<file path="src/rtl/uart_pkg.sv">
// Shared UART definitions: FSM state encoding and default bit timing.
// Reused by the upstream uart_rx that feeds the FIFO.
package uart_pkg;

  // 100 MHz / 115200 baud
  localparam int DEF_CLKS_PER_BIT = 868;

  typedef enum logic [2:0] {
    IDLE  = 3'd0,
    REQ   = 3'd1,
    CAPT  = 3'd2,
    START = 3'd3,
    DATA  = 3'd4,
    STOP  = 3'd5
  } uart_state_e;

endpackage

</file>
<file path="src/rtl/uart_tx_fifo.sv">
// UART 8N1 transmitter draining a synchronous FIFO with a registered read port.
// Pops one byte per frame (rd_en -> data valid next cycle), then shifts it out LSB first.
module uart_tx_fifo
  import uart_pkg::*;
#(
  parameter  int CLKS_PER_BIT = DEF_CLKS_PER_BIT,
  localparam int CNT_W        = $clog2(CLKS_PER_BIT)
) (
  input  logic       clk,
  input  logic       reset,
  input  logic       fifo_empty,
  input  logic [7:0] fifo_data,
  output logic       fifo_rd_en,
  output logic       tx,
  output logic       busy
);

  localparam logic [CNT_W-1:0] CNT_MAX = CNT_W'(CLKS_PER_BIT - 1);

  uart_state_e      state, state_n;
  logic [CNT_W-1:0] cnt, cnt_n;
  logic [2:0]       bit_idx, bit_idx_n;
  logic [7:0]       shreg, shreg_n;
  logic             tx_n, rd_en_n, busy_n;
  logic             bit_end;

  assign bit_end = (cnt == CNT_MAX);

  // Next-state and next-output logic; every output is registered from these.
  always_comb begin
    state_n   = state;
    cnt_n     = cnt;
    bit_idx_n = bit_idx;
    shreg_n   = shreg;
    tx_n      = tx;
    rd_en_n   = 1'b0;
    case (state)
      IDLE: begin
        tx_n  = 1'b1;
        cnt_n = '0;
        if (!fifo_empty) begin
          rd_en_n = 1'b1;
          state_n = REQ;
        end
      end
      // pop already committed; a late rise of fifo_empty is irrelevant here
      REQ: state_n = CAPT;
      CAPT: begin
        shreg_n = fifo_data;
        tx_n    = 1'b0;
        cnt_n   = '0;
        state_n = START;
      end
      START: begin
        if (bit_end) begin
          cnt_n     = '0;
          tx_n      = shreg[0];
          bit_idx_n = '0;
          state_n   = DATA;
        end else begin
          cnt_n = cnt + CNT_W'(1);
        end
      end
      DATA: begin
        if (bit_end) begin
          cnt_n     = '0;
          shreg_n   = shreg >> 1;
          bit_idx_n = bit_idx + 3'd1;
          if (bit_idx == 3'd7) begin
            tx_n    = 1'b1;
            state_n = STOP;
          end else begin
            tx_n = shreg[1];
          end
        end else begin
          cnt_n = cnt + CNT_W'(1);
        end
      end
      STOP: begin
        if (bit_end) begin
          cnt_n   = '0;
          state_n = IDLE;
        end else begin
          cnt_n = cnt + CNT_W'(1);
        end
      end
      default: begin
        state_n = IDLE;
        cnt_n   = '0;
        tx_n    = 1'b1;
      end
    endcase
    busy_n = (state_n != IDLE);
  end

  // State and datapath registers; synchronous reset drops any in-flight byte.
  always_ff @(posedge clk) begin
    if (reset) begin
      state      <= IDLE;
      cnt        <= '0;
      bit_idx    <= '0;
      shreg      <= '0;
      tx         <= 1'b1;
      fifo_rd_en <= 1'b0;
      busy       <= 1'b0;
    end else begin
      state      <= state_n;
      cnt        <= cnt_n;
      bit_idx    <= bit_idx_n;
      shreg      <= shreg_n;
      tx         <= tx_n;
      fifo_rd_en <= rd_en_n;
      busy       <= busy_n;
    end
  end

endmodule

</file>
<file path="config.mk">
export PLATFORM = sky130hd
export DESIGN_NAME = uart_tx_fifo
export DESIGN_NICKNAME = d
export VERILOG_FILES = /design/src/rtl/uart_pkg.sv /design/src/rtl/uart_tx_fifo.sv
export SDC_FILE = /design/constraint.sdc
export NUM_CORES = 1
export LEC_CHECK = 0
export BUFFER_PORTS_ARGS = -buffer_cell sky130_fd_sc_hd__buf_2
export CAP_MARGIN = 10
export CORE_ASPECT_RATIO = 1.1
export CORE_MARGIN = 4
export CORE_UTILIZATION = 60
export CTS_BUF_LIST = sky130_fd_sc_hd__clkbuf_8
export DETAILED_ROUTE_END_ITERATION = 12
export HOLD_SLACK_MARGIN = 0.05
export PLACE_DENSITY = 0.85
export RECOVER_POWER = 25
export SLEW_MARGIN = 20
export SYNTH_ARGS = -nofsm -noshare
export SYNTH_HDL_FRONTEND = slang
export SYNTH_SLANG_ARGS = --single-unit
</file>
<file path="constraint.sdc">
create_clock -name clk -period 1.8 [get_ports clk]
set_input_delay 0.36 -clock clk [delete_from_list [all_inputs] [get_ports clk]]
set_output_delay 0.36 -clock clk [all_outputs]
set_load 0.1 [all_outputs]
</file>
==> flow_summary.ini <==
[clocking]
hold_buffers = 0
worst_skew_pair.late_latency_ns = 0.27
clk_pin_slew_ns = 0.09
cts.sinks = 27
cts_setup_buffers = 0
clockBufferDepth = 2
cts_buffers = 3
htree_levels = 1
cts_tree = yes
cts_root_buffer = clkbuf_8

[logic_synthesis]
yosys_warnings = 0
synthArstFlopShare_pct = 0
syn-cell-area_um2 = 1380
post-synth-top-area-cell = dfxtp_1
synth_cells = 151
avgSynthCellArea_um2 = 9.16
synth.distinct_cells = 43
syn-num-nets = 165
synth-edff-count = 0
synth_top_area_share_pct = 39.1
yosysMostFrequentCell = dfxtp_1
ys_top_cells_by_area = dfxtp_1 (39%), mux2i_1 (5.8%), nor2_1 (5.4%)
synth_common_cells = dfxtp_1 (27), nor2_1 (20), a21oi_1 (13), mux2i_1 (8), a311oi_1 (7)
ys_seq_area_share_pct = 39.1
ys.flop_type = dfxtp_1
ys_ff_latch = 27

[job]
max_cap_viol_count = 0

[die]
fp.coreArea_um2 = 2110
die_y_um = 58.3
start_util_pct = 65.7
io_pins = 14
die_x_um = 53.8
rows = 17
die_area_um2 = 3140

[placement]
place_inst = 191
dp_slack_ns = 0.0540
dpl_cell_area_um2 = 1480
place_congestion = 0.866
port_buffers = 13
place_hpwl_um = 2010

[timing]
timing.fmax_mhz = 601
slew_viol_final = 0
holdWs_ns = 0.282
rsz0062_at_grt = false
fin_ws_ns = 0.137
slew_headroom_pct = 64.3
hold_viol_final = 0
post-route-min-period_ns = 1.66
finalSetupTns_ns = 0
worstMarginPinSlew_ns = 0.538
fin_worst_skew_ns = 0.00279
period_share_pct = 92.4
setup_viol = 0

[worst_setup_path]
arrival_ns = 1.83
rrSetupSlack_ns = 0.14
timing.rr.end = state[0]
rr_worst_depth = 5
cp_slowest_cell = dfxtp_1
worst-setup-path-type = flop to flop
slowest_delay_ns = 0.39
critPathCaptureType = flop
rr_startpoint = cnt[0]
crit_chain = ha_1 -> and4b_1 -> and3_1 -> a211oi_1 -> o31a_1
path_max_fanout = 6
start_kind = flop
required_ns = 1.97

[drt]
vias = 1166
route.detailed.drc = 0
wl_met3_um = 139
vias_per_cell = 5.98
drt-met1-wl_um = 1390
wirelength_um = 2910
highest_layer = met4
postRouteAntennaNets = 0
wl_per_cell_um = 14.9
wl_met2_um = 1340
drtIter0Drc = 43
first_pass_iters = 4

[cells_and_area]
antenna_cells = 0
fin_area_um2 = 1530
drive_gt1_share_pct = 17.4
utilization_pct = 72.5
nets = 182
syn2layout_area_growth_pct = 10.4
final_cells = 195

[power_and_ir_drop]
p_per_area_nw_per_um2 = 770
max-vdd-ir-drop_v = 0.000541
total_power_mw = 1.18
leakage_nw = 0.577

[global_route]
grt_max_degree = 23
grt_pass1_vias = 1110
grt_first_pass_wirelength_um = 5000
antenna_found_initial = 0
grt_usage_pct = 20.8
gr-total-overflow = 0

[worst_hold_path]
hold_path_depth = 2
hp-class = input pin to flop
hold_start = fifo_empty
whs_endpoint = fifo_rd_en

[outcome]
status = finished, final reports clean
cells by family after synthesis:
group	after synthesis	share of synthesized area, %
mux	8	5.79
flops	27	39.1
xor+xnor	8	5.07
compound gates	37	19.1
fa+ha+maj	3	2.72
buf+inv	13	5.61
simple gates	55	22.6
placed cells by master, fill, tap and decap left out, types with 2 or more instances in the layout:
| master | n |
|---|---|
| a311oi_1 | 7 |
| nand3_1 | 4 |
| nand3b_1 | 2 |
| nand4_1 | 2 |
| nor3_1 | 2 |
| and3_1 | 4 |
| xor2_1 | 4 |
| o21ai_0 | 2 |
| buf_4 | 8 |
| a32oi_1 | 3 |
| nor2_1 | 20 |
| ha_1 | 3 |
| dfxtp_1 | 27 |
| a22oi_1 | 2 |
| clkbuf_8 | 3 |
| mux2i_1 | 8 |
| a21oi_1 | 13 |
| nand2_1 | 6 |
| xnor2_1 | 4 |
| buf_2 | 10 |
| a211oi_1 | 2 |
| clkbuf_2 | 3 |
| nand2b_1 | 2 |
| nor2b_1 | 3 |
| inv_1 | 4 |
worst max-delay path: cells and delay by family (launching register included):
| kind | cells | cell delay [ns] |
|---|---|---|
| AND/OR/NAND/NOR | 2 | 0.58 |
| AO/OA/AOI/OAI | 2 | 0.38 |
| adder cells (fa/ha/maj) | 1 | 0.21 |
| flip-flops | 1 | 0.39 |
report_power, final:
group          switching [mW]  internal (mW)  total [mW]
clock                   0.186          0.153       0.339
combinational           0.126         0.0720       0.198
sequential             0.0166          0.623       0.640
total                   0.328          0.848        1.18
worst max-delay path by stage:
stage            from       end  slack (ns)
2_1_floorplan  cnt[0]  state[0]        0.26
3_3_place_gp   cnt[0]  shreg[1]        0.15
3_5_place_dp   cnt[0]  shreg[1]        0.05
4_1_cts        cnt[0]  shreg[1]       0.008
5_1_grt        cnt[0]  shreg[0]        0.04
6_report       cnt[0]  state[0]        0.14
layer usage:
layer | vias up | track usage (%)
li1 | 592 | -
met1 | 537 | 28.2
met2 | 32 | 33.2
met3 | 5 | 3.04
met4 | 0 | 6.93
met5 | - | 0
repair_timing:
action,in CTS,in global routing
gates resized for setup,0,1
hold endpoints to repair,0,0
setup endpoints to repair,0,7
cell type report:
| class | count | area, um^2 |
|---|---|---|
| Clock buffer | 3 | 41.3 |
| Multi-Input combinational cell | 111 | 766 |
| Sequential cell | 27 | 541 |
| Clock inverter | 1 | 3.75 |
| Inverter | 3 | 11.3 |
| Fill cell | 163 | 579 |
| Timing Repair Buffer | 22 | 129 |
| Tap cell | 28 | 35.0 |
flip-flops by register name, indices dropped and copies added, names as in the netlist:
name / cells
bit_idx: 3
tx: 1
cnt: 10
fifo_rd_en: 1
shreg: 8
state: 3
busy: 1
No activity file was read; power rests on OpenSTA's default activity.
